===== src/rtl/pwm_corriente.sv =====
// pwm_corriente: fixed-frequency current PWM with per-period soft-start ramp.
// Define PWM_COMPLEMENTO_EN to add the complementary PWM_N output with dead time.
module pwm_corriente #(
   parameter int PERIODO   = 1023,
   parameter int RAMP_STEP = 8,
   parameter int PRESCALER = 1
`ifdef PWM_COMPLEMENTO_EN
   ,
   parameter int TIEMPO_MUERTO = 4
`endif
) (
   input  logic       clk,
   input  logic       reset,
   input  logic       Enable,
   input  logic [9:0] Referencia,
   output logic       PWM,
`ifdef PWM_COMPLEMENTO_EN
   output logic       PWM_N,
`endif
   output logic [9:0] Ciclo_Actual,
   output logic       Fin_Periodo,
   output logic       Estable
);

   localparam logic [9:0] PER    = 10'(PERIODO);
   localparam logic [9:0] PER_M1 = 10'(PERIODO - 1);
   localparam logic [9:0] STEP   = 10'(RAMP_STEP);
   localparam logic [7:0] PRE_M1 = 8'(PRESCALER - 1);

   typedef enum logic [1:0] {
      APAGADO,
      RAMPA,
      ESTABLE
   } estado_t;

   estado_t    estado, estado_n;
   logic [7:0] presc, presc_n;
   logic [9:0] cnt, cnt_n;
   logic [9:0] ciclo, ciclo_n;
   logic [9:0] obj, obj_n;
   logic [9:0] objetivo, ciclo_upd, dif;
   logic       tick, wrap;
   logic       cmp, cmp_n;
   logic       fin, fin_n;
   logic       est, est_n;

   assign tick     = presc == PRE_M1;
   assign wrap     = tick && (cnt == PER_M1);
   assign objetivo = (Referencia > PER) ? PER : Referencia;

   // Result always lies between ciclo and objetivo, so no wrap-around.
   always_comb begin
      dif       = '0;
      ciclo_upd = ciclo;
      if (ciclo < objetivo) begin
         dif       = objetivo - ciclo;
         ciclo_upd = ciclo + ((dif > STEP) ? STEP : dif);
      end else if (ciclo > objetivo) begin
         dif       = ciclo - objetivo;
         ciclo_upd = ciclo - ((dif > STEP) ? STEP : dif);
      end
   end

   always_comb begin
      estado_n = estado;
      presc_n  = presc;
      cnt_n    = cnt;
      ciclo_n  = ciclo;
      obj_n    = obj;
      fin_n    = 1'b0;
      unique case (estado)
         APAGADO: begin
            presc_n = '0;
            cnt_n   = '0;
            ciclo_n = '0;
            obj_n   = '0;
            if (Enable)
               estado_n = RAMPA;
         end
         RAMPA, ESTABLE: begin
            if (!Enable) begin
               estado_n = APAGADO;
               presc_n  = '0;
               cnt_n    = '0;
               ciclo_n  = '0;
               obj_n    = '0;
            end else begin
               presc_n = tick ? '0 : presc + 8'd1;
               if (tick)
                  cnt_n = wrap ? '0 : cnt + 10'd1;
               if (wrap) begin
                  fin_n   = 1'b1;
                  obj_n   = objetivo;
                  ciclo_n = ciclo_upd;
                  if (estado == RAMPA && ciclo_upd == objetivo)
                     estado_n = ESTABLE;
                  else if (estado == ESTABLE && ciclo != objetivo)
                     estado_n = RAMPA;
               end
            end
         end
         default: estado_n = APAGADO;
      endcase
      cmp_n = (estado != APAGADO) && (cnt_n < ciclo_n);
      est_n = (estado_n != APAGADO) && (ciclo_n == obj_n);
   end

   always_ff @(posedge clk or posedge reset) begin
      if (reset) begin
         estado <= APAGADO;
         presc  <= '0;
         cnt    <= '0;
         ciclo  <= '0;
         obj    <= '0;
         cmp    <= 1'b0;
         fin    <= 1'b0;
         est    <= 1'b0;
      end else begin
         estado <= estado_n;
         presc  <= presc_n;
         cnt    <= cnt_n;
         ciclo  <= ciclo_n;
         obj    <= obj_n;
         cmp    <= cmp_n;
         fin    <= fin_n;
         est    <= est_n;
      end
   end

   assign Ciclo_Actual = ciclo;
   assign Fin_Periodo  = fin;
   assign Estable      = est;

`ifdef PWM_COMPLEMENTO_EN
   localparam logic [15:0] TM = 16'(TIEMPO_MUERTO);

   logic [15:0] run, run_n;
   logic        on, pwm_d, pwmn_d, pwm_q, pwmn_q;

   // run counts how long the compare has held its value; a side may
   // only go high once the compare has been stable for TM clocks.
   always_comb begin
      on    = estado_n != APAGADO;
      run_n = '0;
      if (on && estado != APAGADO && cmp_n == cmp)
         run_n = (run == TM) ? run : run + 16'd1;
      pwm_d  = on && cmp_n && (run_n >= TM);
      pwmn_d = on && !cmp_n && (run_n >= TM);
   end

   always_ff @(posedge clk or posedge reset) begin
      if (reset) begin
         run    <= '0;
         pwm_q  <= 1'b0;
         pwmn_q <= 1'b0;
      end else begin
         run    <= run_n;
         pwm_q  <= pwm_d;
         pwmn_q <= pwmn_d;
      end
   end

   assign PWM   = pwm_q;
   assign PWM_N = pwmn_q;
`else
   assign PWM = cmp;
`endif

endmodule


===== config.mk =====
export PLATFORM = sky130hd
export DESIGN_NAME = pwm_corriente
export DESIGN_NICKNAME = d
export VERILOG_FILES = /design/src/rtl/pwm_corriente.sv
export SDC_FILE = /design/constraint.sdc
export NUM_CORES = 1
export LEC_CHECK = 0
export BUFFER_PORTS_ARGS = -buffer_cell sky130_fd_sc_hd__buf_4
export CAP_MARGIN = 40
export CORE_MARGIN = 3
export CORE_UTILIZATION = 57
export CTS_CLUSTER_SIZE = 14
export DETAILED_ROUTE_END_ITERATION = 6
export PLACE_DENSITY_LB_ADDON = 0.3
export RECOVER_POWER = 50
export SLEW_MARGIN = 30
export SYNTH_ARGS = -nofsm -noshare
export SYNTH_HDL_FRONTEND = slang
export SYNTH_SLANG_ARGS = --single-unit

===== constraint.sdc =====
create_clock -name clk -period 13.18 [get_ports clk]
set_clock_uncertainty 0.2 [all_clocks]
set_input_delay 1.977 -clock clk [delete_from_list [all_inputs] [get_ports clk]]
set_output_delay 1.977 -clock clk [all_outputs]
set_load 0.005 [all_outputs]

Yosys cells after proc, flatten, opt, wreduce, memory -nomap -nowiden
Cells that the tools add are included.
{ "totals": {"output_inout_bits": 13, "in_bits": 13, "mem_bits_ro": 0, "latchBits": 0, "regBits": 43, "mem_bits_rw": 0, "n_memories": 0, "elab_cells": 64} }
{ "classes": {"order_cmp": 6, "n_reduce_logical": 11, "addsub": 6, "shift": 0, "n_bitwise": 0, "n_mux": 27, "mul": 0, "div_mod_pow": 0, "n_eq_ne": 6} }
{ "ops": {"columns": ["op", "count"], "rows": [
  ["$mux W10", 12],
  ["$pmux W10 S2", 3],
  ["$sub A10 B10 Y10", 3],
  ["$eq A10 B10 Y1", 2],
  ["$gt A10 B4 Y1 const B", 2],
  ["$lt A10 B10 Y1", 2],
  ["$mux W8", 2],
  ["$pmux W8 S2", 1],
  ["$add A10 B1 Y10 const B", 1],
  ["$add A10 B10 Y10", 1],
  ["$eq A10 B10 Y1 const B", 1],
  ["$gt A10 B10 Y1", 1],
  ["$gt A10 B10 Y1 const B", 1],
  ["$mux W2", 5],
  ["$ne A10 B10 Y1", 1],
  ["$add A8 B1 Y8 const B", 1],
  ["$logic_not A8 Y1", 1],
  ["$reduce_bool A2 Y1", 3],
  ["$logic_and A1 B1 Y1", 5],
  ["$pmux W2 S2", 1],
  ["$mux W1", 3],
  ["$eq A2 B1 Y1 const B", 1],
  ["$eq A2 B2 Y1 const B", 1],
  ["$logic_not A2 Y1", 1],
  ["$reduce_or A2 Y1", 1]
]} }

Logic depth before layout (Yosys ltp)
Gate-level depths: netlist (run 1).
{ "logic_depth": {"word_depth": 16, "ltp_mapped": 33} }

Worst setup path after synthesis (run 1)
No wires, ideal clock.
{ "synth_path": {"path_type": "input-to-reg", "from": "in Referencia[0]", "to": "reg cmp (netlist: PWM)", "stages": 33, "arrival_ns": 6.703, "path_slack_ns": 6.210, "required_ns": 12.914, "path_buffers": 1, "cell_sequence": "inv_1 ha_1 inv_1 fa_1 a211oi_2 o311a_1 a21oi_1 and4_1 dlymetal6s2s_1 nand3_1 nor2_1 nand2_1 inv_1 ha_1 and4b_2 nand2b_1 mux2_2 nor2b_1 nand4b_1 a31o_2 nand4_1 a22o_2 inv_1 ha_1 a21o_1 a21oi_1 nor2b_1 o21ai_0 nand2b_1 a21oi_1 nor2b_1 o21ai_0 o311a_1"} }
{ "synth_via": {"elab_chain_len": 13, "elab_cells_between_ends": 19, "classes_between": "add/sub: 4; order compare: 6; mux: 8; reduce/logical: 1"} }
{ "synth_rtl": {"columns": ["element", "line_no", "rtl"], "rows": [
  ["from (decl)", "15", "input logic [9:0] Referencia,"],
  ["$gt A10 B10 Y1", "49", "assign objetivo = (Referencia > PER) ? PER : Referencia;"],
  ["$mux W10 *", "49", null],
  ["$sub A10 B10 Y10", "59", "dif = ciclo - objetivo;"],
  ["$gt A10 B4 Y1", "60", "ciclo_upd = ciclo - ((dif > STEP) ? STEP : dif);"],
  ["$mux W10", "60", null],
  ["$sub A10 B10 Y10", "60", null],
  ["$mux W10", "58", "end else if (ciclo > objetivo) begin"],
  ["$mux W10 *", "55", "if (ciclo < objetivo) begin"],
  ["$mux W10 *", "91", "if (wrap) begin"],
  ["$mux W10 *", "81", "if (!Enable) begin"],
  ["$pmux W10 S2 *", "71", "unique case (estado)"],
  ["net ciclo_n[3]", "39", "logic [9:0] ciclo, ciclo_n;"],
  ["$lt A10 B10 Y1 *", "104", "cmp_n = (estado != APAGADO) && (cnt_n < ciclo_n);"],
  ["$logic_and A1 B1 Y1 *", "104", null],
  ["net cmp_n", "43", "logic cmp, cmp_n;"],
  ["to (signal assigned)", "124", "cmp <= cmp_n;"],
  ["to (decl)", "43", null]
]} }
The timed path passes the listed nets; every way through them passes the cells marked *.
A chain may end at the register's enable or synchronous reset.

Final worst setup path (run 1)
{ "layout_path": {"from": "in Referencia[6]", "to": "reg cmp (netlist: PWM)"} }
The elaborated chain is that of the path after synthesis.

==> results of run 1 <==
-- worst min-delay path by stage --
stage | to | slack [ns] | cells after the start
2_1_floorplan | obj[0]$_DFF_PP0_ | 0.26 | 2
3_3_place_gp | obj[0]$_DFF_PP0_ | 0.27 | 2
3_5_place_dp | obj[0]$_DFF_PP0_ | 0.28 | 2
4_1_cts | obj[0]$_DFF_PP0_ | 0.30 | 2
5_1_grt | obj[0]$_DFF_PP0_ | 0.34 | 2
6_report | obj[0]$_DFF_PP0_ | 0.29 | 2
-- sequential cells by signal (all words and copies together), names as in the netlist --
signal        flops
Estable           1
PWM               1
estado            2
presc             8
Ciclo_Actual     10
Fin_Periodo       1
obj              10
cnt              10
-- layer usage --
layer / global-route usage (%) / vias up / share of wire, % / wire, um
met5: 0 / - / 0 / 0
met4: 9.92 / 0 / 2.9 / 415
met3: 4.89 / 34 / 7.1 / 1040
met2: 43.0 / 221 / 44 / 6360
met1: 40.0 / 2427 / 46 / 6730
li1: - / 2379 / - / -
-- cell usage after synthesis (5+ instances only) --
library cell / count
ha_1: 54
a211oi_1: 9
nor3_1: 16
xor2_1: 15
inv_1: 42
mux2i_1: 7
nor2_1: 43
a22o_1: 5
o21bai_1: 6
nor4_1: 6
o211ai_1: 7
a31oi_1: 9
xnor2_1: 19
a21o_1: 10
o31ai_1: 5
or3_1: 6
a211o_1: 5
nand2b_1: 8
o21a_1: 8
nand4_1: 13
nand3_1: 27
and2_1: 6
nand2_1: 62
dfrtp_1: 43
o21ai_0: 52
or2_2: 5
clkbuf_1: 19
a21oi_1: 31
nor2b_1: 8
-- report_power, final --
part / total, W / switching [W] / leakage [nW] / internal [W]
sequential: 0.000142 / 0.00000510 / 0.596 / 0.000136
clock: 0.0000832 / 0.0000460 / 0.0422 / 0.0000373
combinational: 0.0000977 / 0.0000621 / 1.90 / 0.0000357
-- layout make-up --
cell class                      instances  area [um^2]
Clock buffer                            7         76.3
Clock inverter                          1         5.00
Fill cell                             811         3350
Inverter                               42          158
Multi-Input combinational cell        544         3800
Sequential cell                        43         1080
Tap cell                              108          135
Timing Repair Buffer                   29          211
-- kinds of logic after synthesis --
| logic type | after synthesis | synth area share [%] |
|---|---|---|
| buf+inv | 74 | 7.00 |
| fa+ha+maj | 58 | 14.5 |
| other cells | 2 | 0.144 |
| mux | 13 | 2.72 |
| flops | 43 | 20.7 |
| xor+xnor | 34 | 5.73 |
| compound gates | 192 | 25.6 |
| simple gates | 235 | 23.6 |
-- stage by stage --
step	power, W	hold WS, ns	cells	instance area (um^2)	worst slack [ns]
floorplan	0.000213	0.258	661	5240	6.21
global placement	0.000236	0.274	764	5370	5.47
detailed placement	0.000239	0.281	764	5370	5.31
CTS	0.000320	0.296	772	5450	5.60
global route	0.000337	0.340	774	5460	5.12
finish	0.000323	0.292	774	5460	5.46
-- worst reg2reg max path: cells and delay by family (launching register included) --
kind	cells	cell delay, ns
compound gates	12	2.66
fa+ha+maj	3	1.05
buf+inv	3	0.29
flops	1	0.54
mux	1	0.33
simple gates	11	1.51
==> qor.log, run 1 <==
qor: yosys.synth-edff-count 0
qor: clocking.cts.repair_timing.setup_buffer_count 0
qor: worst_setup_path.worstPathBufferInverterCount 3
qor: sta.slew_headroom -53.7%
qor: yosys.share_of_synthesized_area_occupied_by_flip_flops_and_latches 20.7%
qor: clocking.htreeDepth 2
qor: floorplanning.die_h 102 um
qor: worst_setup_path.cpPeakStageDelay 0.62 ns
qor: final_layout.post_route_cells_drive_above_1_share 11.0%
qor: clocking.cts_hold_repair.buffers 0
qor: yosys.ys_warn_count 0
qor: worst_setup_path.cp_num_cells 30
qor: worst_setup_path.termination_of_the_worst_setup_path PWM$_DFF_PP0_
qor: global_routing.grt_max_degree 44
qor: sta.finalSetupTns 0 ns
qor: clocking.ctsResizeCount 0
qor: global_routing.gr-usage-all-layers 28.1%
qor: worst_setup_path.worst_path_dominant_cell_family compound AO/OA/AOI/OAI gates
qor: final_layout.most_frequent_cells_in_the_layout 62 x nand2_1, 54 x ha_1, 52 x o21ai_0
qor: detailed_routing.vias_per_cell 6.54
qor: yosys.synthesis.area_per_instance 7.99 um^2
qor: power_and_ir_drop.pwr_dens 59.1 mW/mm^2
qor: clocking.clk_path_buf_depth 2
qor: worst_setup_path.critical_path_source_type input port
qor: floorplanning.initial_core_util 59.0%
qor: worst_setup_path.timing.critical_path.from Referencia[6]
qor: sta.layout_worst_path_cycle_share 58.6%
qor: worst_setup_path.ff2ff_setup_slack 6.54 ns
qor: final_layout.final_util 62.0%
qor: yosys.synth_area_leader_cell dfrtp_1
qor: placed_design.place.port_buffers 25
qor: sta.timing.final.setup_violations 0
qor: clocking.cts_inserted_buffers 5
qor: placed_design.finalWeightedCongestion 0.969
qor: yosys.post_synth_inst_count 651
qor: floorplanning.coreArea 0.00881 mm^2
qor: detailed_routing.vias 5061
qor: power_and_ir_drop.power.leakage 2.54 nW
qor: floorplanning.io_pins 26
qor: global_routing.grt_remaining_overflow 0
qor: clocking.clkLatencyLatePin 0.30 ns
qor: status.run_status complete, but fails checks
qor: hold_path.hold_path_class flip-flop to flip-flop
qor: worst_setup_path.slowest_stage_cell_cp ha_1
qor: global_routing.antenna_found_initial 0
qor: yosys.synth_seq_cells 43
qor: floorplanning.cell_rows 34
qor: worst_setup_path.worstReg2RegStart Ciclo_Actual[6]$_DFF_PP0_
qor: floorplanning.dieWidth 102 um
qor: global_routing.grt_pass1_vias 4744
qor: clocking.cts_tree built
qor: detailed_routing.drc 0
qor: placed_design.hpwl 11400 um
qor: clocking.worst_setup_hold_path_clk_slew 0.08 ns
qor: detailed_routing.detailedRoute.firstPassIterationCount 7
qor: sta.slew_violations 44
qor: run.max_cap_viol_count 1
qor: final_layout.layout_commonest_cell nand2_1
qor: worst_setup_path.cp_max_fo 17
qor: yosys.synth.area.top_cells dfrtp_1 21%, ha_1 13%, o21ai_0 5.0%, nand2_1 4.5%, xnor2_1 3.2%
qor: hold_path.worst_hold_launch obj[0]$_DFF_PP0_
qor: status.failing_checks max-capacitance violations, max-slew violations
qor: worst_setup_path.critical_path_class input port to flip-flop
qor: yosys.async_reset_ff_share 100%
qor: sta.timing_hold_violations_final 0
qor: worst_setup_path.worst_setup_path_end_kind flip-flop
qor: yosys.yosys.area.top_type_share 20.7%
qor: floorplanning.full_die_area 0.0103 mm^2
qor: final_layout.design.final.nets 736
qor: clocking.cts.sink_count 43
qor: detailed_routing.routed_wirelength 14500 um
qor: sta.rsz_0062_raised_after_global_routing no
qor: detailed_routing.drt.antenna.violating_nets 0
qor: sta.tightestPinTransition 2.30 ns
qor: yosys.synth.distinct_cells 89
qor: worst_setup_path.crit-reg2reg-capture PWM$_DFF_PP0_
qor: yosys.synth_flop_type dfrtp_1
qor: global_routing.grt_first_pass_wirelength 23200 um
qor: final_layout.antenna-diode-count 0
qor: sta.achievable_freq 129 MHz
qor: detailed_routing.wire_per_inst 18.8 um
qor: yosys.syn_area 0.00520 mm^2
qor: power_and_ir_drop.peakVddDrop 0.0492 mV
qor: worst_setup_path.worstPathArrival 7.77 ns
qor: sta.finalWorstPathRequiredPeriod 7.72 ns
qor: final_layout.flow.area_growth_from_synthesis 4.98%
qor: worst_setup_path.r2r_cells 30
qor: worst_setup_path.critical_path_required 13.22 ns
qor: detailed_routing.initialDrtViolationCount 382
qor: clocking.clockRootBuffer clkbuf_8
Note: power is estimated with default switching activity, not from simulation.
==> run 2: changes to the inputs <==
clock period = 7.3 ns   (was 13.18 ns; I/O delays follow)
==> run 2 against run 1 <==
- the run still ends with max-capacitance violations, max-slew violations left
- via count decreased by 0.99%
- register-to-register slack got worse by 5.8 ns
- highest routed layer unchanged
- sequential share of layout area decreased by 0.18 points
- critical endpoint unchanged
- clock power increased by 66%
- cell area increased by 0.92%
- non-clock buffer count increased by 6
- critical path type unchanged
==> qor.log, run 2 (same netlist as run 1, synthesis figures left out) <==
qor: status.run_status complete, but fails checks
qor: detailed_routing.vias_per_cell 6.44
qor: clocking.worst_setup_hold_path_clk_slew 0.08 ns
qor: final_layout.design.final.nets 742
qor: power_and_ir_drop.seqPwrFrac 44.6%
qor: global_routing.grt_first_pass_wirelength 23400 um
qor: placed_design.dp.cells 771
qor: worst_setup_path.worst_setup_path_end_kind flip-flop
qor: floorplanning.dieWidth 102 um
qor: final_layout.ff_latch_area 0.00108 mm^2
qor: clocking.clk_path_buf_depth 2
qor: worst_setup_path.critical_path_source_type input port
qor: hold_path.worst_hold_launch obj[0]$_DFF_PP0_
qor: detailed_routing.drc 0
qor: global_routing.antenna_found_initial 0
qor: sta.rsz_0062_raised_after_global_routing no
qor: final_layout.filler_cell_count 812
qor: final_layout.final_cells 778
qor: detailed_routing.initialDrtViolationCount 369
qor: placed_design.hpwl 11300 um
qor: final_layout.most_frequent_cells_in_the_layout 62 x nand2_1, 54 x ha_1, 52 x o21ai_0
qor: clocking.clkLatencyLatePin 0.29 ns
qor: final_layout.flow.area_growth_from_synthesis 5.94%
qor: sta.slew_violations 44
qor: global_routing.grt_max_degree 44
qor: worst_setup_path.critical_path_required 7.33 ns
qor: clocking.cts.repair_timing.setup_buffer_count 0
qor: detailed_routing.routed_wirelength 14500 um
qor: global_routing.grt_remaining_overflow 0
qor: detailed_routing.detailedRoute.firstPassIterationCount 5
qor: detailed_routing.wire_per_inst 18.6 um
qor: floorplanning.coreArea 0.00881 mm^2
qor: floorplanning.cell_rows 34
qor: power_and_ir_drop.switching_power_as_a_share_of_total_power 34.3%
qor: power_and_ir_drop.peakVddDrop 0.0731 mV
qor: sta.finalWorstPathRequiredPeriod 6.81 ns
qor: sta.finalSetupTns 0 ns
qor: hold_path.hold_path_class flip-flop to flip-flop
qor: clocking.cts.sink_count 43
qor: global_routing.gr-max-usage-layer met2
qor: floorplanning.initial_core_util 59.0%
qor: status.failing_checks max-capacitance violations, max-slew violations
qor: sta.timing_hold_violations_final 0
qor: global_routing.met1_use_gr 42.8%
qor: sta.timing.final.ws_setup 0.494 ns
qor: worst_setup_path.worstReg2RegStart Ciclo_Actual[6]$_DFF_PP0_
qor: floorplanning.die_h 102 um
qor: sta.timing.final.setup_violations 0
qor: run.max_cap_viol_count 1
qor: sta.slew_headroom -54.7%
qor: sta.achievable_freq 147 MHz
qor: clocking.htreeDepth 2
qor: placed_design.place.port_buffers 25
qor: global_routing.grt_pass1_vias 4639
qor: power_and_ir_drop.internal_power 0.000375 W
qor: final_layout.post_route_cells_drive_above_1_share 11.8%
qor: worst_setup_path.cp_max_fo 17
qor: clocking.cts_tree built
qor: power_and_ir_drop.power.leakage 2.57 nW
qor: power_and_ir_drop.pwr_dens 104 mW/mm^2
qor: sta.tightestPinTransition 2.32 ns
qor: final_layout.antenna-diode-count 0
qor: placed_design.finalWeightedCongestion 0.935
qor: power_and_ir_drop.clock_power_share 24.2%
qor: clocking.clockRootBuffer clkbuf_8
qor: detailed_routing.vias 5011
qor: worst_setup_path.timing.critical_path.from Referencia[6]
qor: placed_design.dp_worst_setup_slack 0.316 ns
qor: floorplanning.full_die_area 0.0103 mm^2
qor: global_routing.gr-usage-all-layers 28.5%
qor: worst_setup_path.slowest_stage_cell_cp ha_1
qor: power_and_ir_drop.power.switching 0.000196 W
qor: sta.fin_hold_ws 0.308 ns
qor: global_routing.grt.met3_usage 4.61%
qor: final_layout.layout_commonest_cell nand2_1
qor: final_layout.multi_input_combinational_cell_area 0.00380 mm^2
qor: floorplanning.io_pins 26
qor: worst_setup_path.cpPeakStageDelay 0.60 ns
qor: global_routing.grt_use_met2 43.3%
qor: worst_setup_path.worstPathArrival 6.84 ns
qor: worst_setup_path.critical_path_class input port to flip-flop
qor: detailed_routing.drt.antenna.violating_nets 0
qor: power_and_ir_drop.power.combinational.fraction 31.1%
qor: clocking.cts_inserted_buffers 5
qor: sta.layout_worst_path_cycle_share 93.2%
-- run 2: area by class of cell --
cell class / count / share of cell area [%]
multi-input cells: 544 / 69.1
flip-flops and latches: 43 / 19.5
repair buffers: 35 / 4.77
inverters: 42 / 2.86
well taps: 108 / 2.45
clock buffers: 6 / 1.32
-- run 2: worst paths after layout --
path / depth (start not counted) / endpoint / slack, ns
setup reg to reg: 30 / PWM$_DFF_PP0_ / 0.71
hold reg to reg: 2 / obj[0]$_DFF_PP0_ / 0.31
hold / removal: 2 / obj[0]$_DFF_PP0_ / 0.31
max in group asynchronous: 3 / Ciclo_Actual[8]$_DFF_PP0_ / 4.12
min in group asynchronous: 3 / obj[0]$_DFF_PP0_ / 1.46
setup / recovery: 30 / PWM$_DFF_PP0_ / 0.49
-- run 2: metal layers --
metal  up-vias  part of all wire (%)
li1       2391                     -
met2       204                    44
met3        23                   7.8
met1      2393                    47
met5         -                     0
met4         0                   1.8
-- run 2: through the flow --
step	cell area, um^2	power (W)	util [%]
after global routing	5510	0.000598	62.5
after detailed placement	5420	0.000431	61.6
after CTS	5490	0.000571	62.4
final	5510	0.000571	62.5
after floorplan	5240	0.000385	-
after global placement	5420	0.000427	61.6
-- run 2: timing repair --
| action | 4_1_cts | 5_1_grt |
|---|---|---|
| hold buffers | 0 | 0 |
| setup endpoints to repair | 0 | 1 |
| endpoints found under the hold margin | 0 | 0 |
| gates resized for setup | 0 | 1 |
-- run 2: worst max-delay path, delay by kind of cell --
| kind | cells | cell delay, ns |
|---|---|---|
| AO/OA/AOI/OAI | 12 | 2.64 |
| multiplexers | 1 | 0.32 |
| adder cells (fa/ha/maj) | 3 | 1.00 |
| AND/OR/NAND/NOR | 11 | 1.53 |
| buffers and inverters | 3 | 0.26 |
-- run 2: power groups by stage --
stage          registers [W]  clock network [W]  logic (W)
5_1_grt             0.000256           0.000148   0.000194
6_report            0.000255           0.000138   0.000178
3_5_place_dp        0.000259                  0   0.000172
4_1_cts             0.000255           0.000142   0.000174
3_3_place_gp        0.000259                  0   0.000168
2_1_floorplan       0.000257                  0   0.000128
==> run 3: changes to the inputs <==
ABC_AREA = 1   (was default)
==> run 3 against run 2 <==
- the flow still finishes with violations (max-capacitance violations, max-slew violations)
- power is 5.4% higher
- flip-flop and latch count is the same
- sequential power about the same
- fmax rose by 20%
- critical path type unchanged
- largest cell class unchanged
- highest routed layer unchanged
==> qor.log, run 3 <==
qor: status.run_status complete, but fails checks
qor: yosys.async_reset_ff_share 100%
qor: yosys.synthesis.area_per_instance 6.62 um^2
qor: yosys.synth-edff-count 0
qor: floorplanning.coreArea 0.00876 mm^2
qor: power_and_ir_drop.clock_power_share 30.4%
qor: clocking.cts_inserted_buffers 5
qor: detailed_routing.vias 5008
qor: yosys.syn_area 0.00515 mm^2
qor: final_layout.filler_cell_count 803
qor: worst_setup_path.cpPeakStageDelay 0.45 ns
qor: clocking.cts_hold_repair.buffers 0
qor: detailed_routing.drt.antenna.violating_nets 0
qor: sta.timing_hold_violations_final 0
qor: worst_setup_path.worst_setup_path_end_kind flip-flop
qor: clocking.ctsResizeCount 0
qor: yosys.synth_flop_type dfrtp_1
qor: worst_setup_path.critical_path_source_type input port
qor: yosys.synth_area_leader_cell dfrtp_1
qor: floorplanning.cell_rows 34
qor: sta.slew_violations 44
qor: final_layout.layout_commonest_cell nand2_1
qor: floorplanning.die_h 101 um
qor: final_layout.antenna-diode-count 0
qor: detailed_routing.wire_per_inst 15.4 um
qor: clocking.htreeDepth 2
qor: placed_design.hpwl 11600 um
qor: sta.fin_hold_ws 0.327 ns
qor: power_and_ir_drop.switching_power_as_a_share_of_total_power 33.4%
qor: floorplanning.io_pins 26
qor: clocking.clk_path_buf_depth 2
qor: power_and_ir_drop.internal_power 0.000401 W
qor: worst_setup_path.worstPathArrival 5.65 ns
qor: worst_setup_path.cp_max_fo 6
qor: placed_design.place.port_buffers 25
qor: floorplanning.dieWidth 101 um
qor: power_and_ir_drop.power.combinational.fraction 27.3%
qor: clocking.cts_tree built
qor: worst_setup_path.critical_path_required 7.30 ns
qor: floorplanning.initial_core_util 58.8%
qor: global_routing.grt_remaining_overflow 0
qor: sta.finalWorstPathRequiredPeriod 5.65 ns
qor: yosys.synth_seq_cells 43
qor: final_layout.post_route_cells_drive_above_1_share 12.5%
qor: global_routing.antenna_found_initial 0
qor: clocking.worst_setup_hold_path_clk_slew 0.09 ns
qor: hold_path.hold_path_class flip-flop to flip-flop
qor: global_routing.grt_first_pass_wirelength 22900 um
qor: yosys.synth_adder_area_share 14.7%
qor: sta.rsz_0062_raised_after_global_routing no
qor: run.max_cap_viol_count 1
qor: power_and_ir_drop.power.switching 0.000201 W
qor: global_routing.gr-usage-all-layers 28.2%
qor: sta.finalSetupTns 0 ns
qor: detailed_routing.vias_per_cell 5.47
qor: yosys.yosys.area.top_type_share 20.9%
qor: final_layout.flow.area_growth_from_synthesis 7.24%
qor: clocking.cts.sink_count 43
qor: worst_setup_path.worst_path_most_repeated_cell nand2_1
qor: power_and_ir_drop.power.leakage 2.96 nW
qor: floorplanning.full_die_area 0.0102 mm^2
qor: clocking.clkLatencyLatePin 0.30 ns
qor: clocking.clockRootBuffer clkbuf_8
qor: sta.slew_headroom -50.3%
qor: power_and_ir_drop.peakVddDrop 0.147 mV
qor: yosys.yosysMostFrequentCell nand2_1
qor: yosys.synth_compound_area_share 11.0%
qor: final_layout.design.final.nets 877
qor: status.failing_checks max-capacitance violations, max-slew violations
qor: yosys.largest_family_of_logic_cells_by_synthesized_area simple AND/OR/NAND/NOR gates
qor: yosys.simple_gate_portion_of_the_synthesized_area 39.3%
qor: detailed_routing.initialDrtViolationCount 275
qor: power_and_ir_drop.pwr_dens 109 mW/mm^2
qor: detailed_routing.detailedRoute.firstPassIterationCount 7
qor: sta.achievable_freq 177 MHz
qor: detailed_routing.drc 0
qor: detailed_routing.routed_wirelength 14100 um
qor: placed_design.finalWeightedCongestion 0.979
qor: final_layout.most_frequent_cells_in_the_layout 222 x nand2_1, 110 x inv_1, 69 x nand3_1
qor: sta.timing.final.setup_violations 0
qor: worst_setup_path.critical_path_class input port to flip-flop
qor: yosys.yosys-mux-area-fraction 0%
qor: sta.tightestPinTransition 2.25 ns
qor: power_and_ir_drop.seqPwrFrac 42.3%
qor: yosys.synth.area.top_cells dfrtp_1 21%, nand2_1 16%, ha_1 13%, inv_1 8.1%, nand3_1 6.7%
qor: yosys.synthXorXnorAreaFrac 2.89%
qor: yosys.share_of_synthesized_area_occupied_by_flip_flops_and_latches 20.9%
qor: yosys.synth.distinct_cells 56
qor: yosys.post_synth_inst_count 778
qor: sta.layout_worst_path_cycle_share 77.4%
qor: yosys.ys_top_cells_by_count 222 x nand2_1, 111 x inv_1, 69 x nand3_1, 55 x nor2_1, 54 x ha_1
qor: yosys.ys_warn_count 0
qor: global_routing.grt_pass1_vias 4850
qor: global_routing.grt_max_degree 44
qor: worst_setup_path.slowest_stage_cell_cp fa_1
qor: clocking.cts.repair_timing.setup_buffer_count 0
qor: power_and_ir_drop.finalPower 0.000602 W
==> run 3: changes by cell type in the layout (fill, tap and decap cells not counted), moves of 13 or more <==
cell	before	now
nand2_2	2	18
inv_1	41	110
inv_2	0	13
nand2_1	62	222
o21ai_0	52	20
xnor2_1	19	4
nor2_1	43	56
nand3_1	27	69
==> run 3: area by class of cell <==
cell class | count | area, um^2 | share of cell area, %
clock buffers | 5 | 68.8 | 1.25
clock inverters | 3 | 43.8 | 0.793
inverters | 126 | 474 | 8.58
multi-input cells | 604 | 3540 | 64.1
flip-flops and latches | 43 | 1080 | 19.5
well taps | 108 | 135 | 2.45
repair buffers | 26 | 188 | 3.40
==> run 3: power groups by stage <==
| stage | sequential [W] | combinational [W] | clock, W |
|---|---|---|---|
| 2_1_floorplan | 0.000258 | 0.000118 | 0 |
| 3_3_place_gp | 0.000259 | 0.000160 | 0 |
| 3_5_place_dp | 0.000259 | 0.000163 | 0 |
| 4_1_cts | 0.000254 | 0.000164 | 0.000189 |
| 5_1_grt | 0.000256 | 0.000183 | 0.000196 |
| 6_report | 0.000254 | 0.000165 | 0.000183 |
==> run 3: path summary, 6_finish.rpt <==
check | from | to | slack, ns | depth (start not counted)
min in group asynchronous | reset | Ciclo_Actual[9]$_DFF_PP0_ | 1.42 | 3
worst max-delay path | Referencia[0] | PWM$_DFF_PP0_ | 1.65 | 33
worst max register to register | Ciclo_Actual[0]$_DFF_PP0_ | PWM$_DFF_PP0_ | 1.81 | 27
max in group asynchronous | reset | presc[1]$_DFFE_PP0N_ | 4.19 | 3
worst min register to register | obj[7]$_DFF_PP0_ | obj[7]$_DFF_PP0_ | 0.33 | 1
worst min-delay path | obj[7]$_DFF_PP0_ | obj[7]$_DFF_PP0_ | 0.33 | 1
==> run 3: logic make-up (layout without fill, tap and decap cells) <==
| group | count (synthesis) | in the layout |
|---|---|---|
| AO/OA/AOI/OAI | 89 | 89 |
| XOR/XNOR | 17 | 17 |
| adder cells (fa/ha/maj) | 58 | 58 |
| buffers and inverters | 141 | 160 |
| flip-flops | 43 | 43 |
| other | 2 | 12 |
| AND/OR/NAND/NOR | 428 | 428 |
==> run 3: metal layers <==
metal | share of wire [%] | vias up | global-route usage, %
met5 | 0 | - | 0
met4 | 1.9 | 0 | 7.98
met3 | 5.2 | 24 | 2.56
met2 | 49 | 134 | 49.9
met1 | 43 | 2312 | 36.4
li1 | - | 2538 | -
==> run 3: worst max-delay path: cells and delay by family <==
family | cells | cell delay, ns
AO/OA/AOI/OAI | 4 | 0.69
XOR/XNOR | 1 | 0.20
adder cells (fa/ha/maj) | 4 | 1.31
buffers and inverters | 5 | 0.53
AND/OR/NAND/NOR | 19 | 1.82
==> run 3: stage by stage <==
stage	util [%]	cells	area [um^2]	setup WS [ns]
after CTS	63.2	915	5540	1.70
after floorplan	-	788	5190	2.16
after global routing	63.0	915	5530	1.22
after global placement	61.9	907	5420	1.47
final	63.0	915	5530	1.65
after detailed placement	61.9	907	5420	1.38
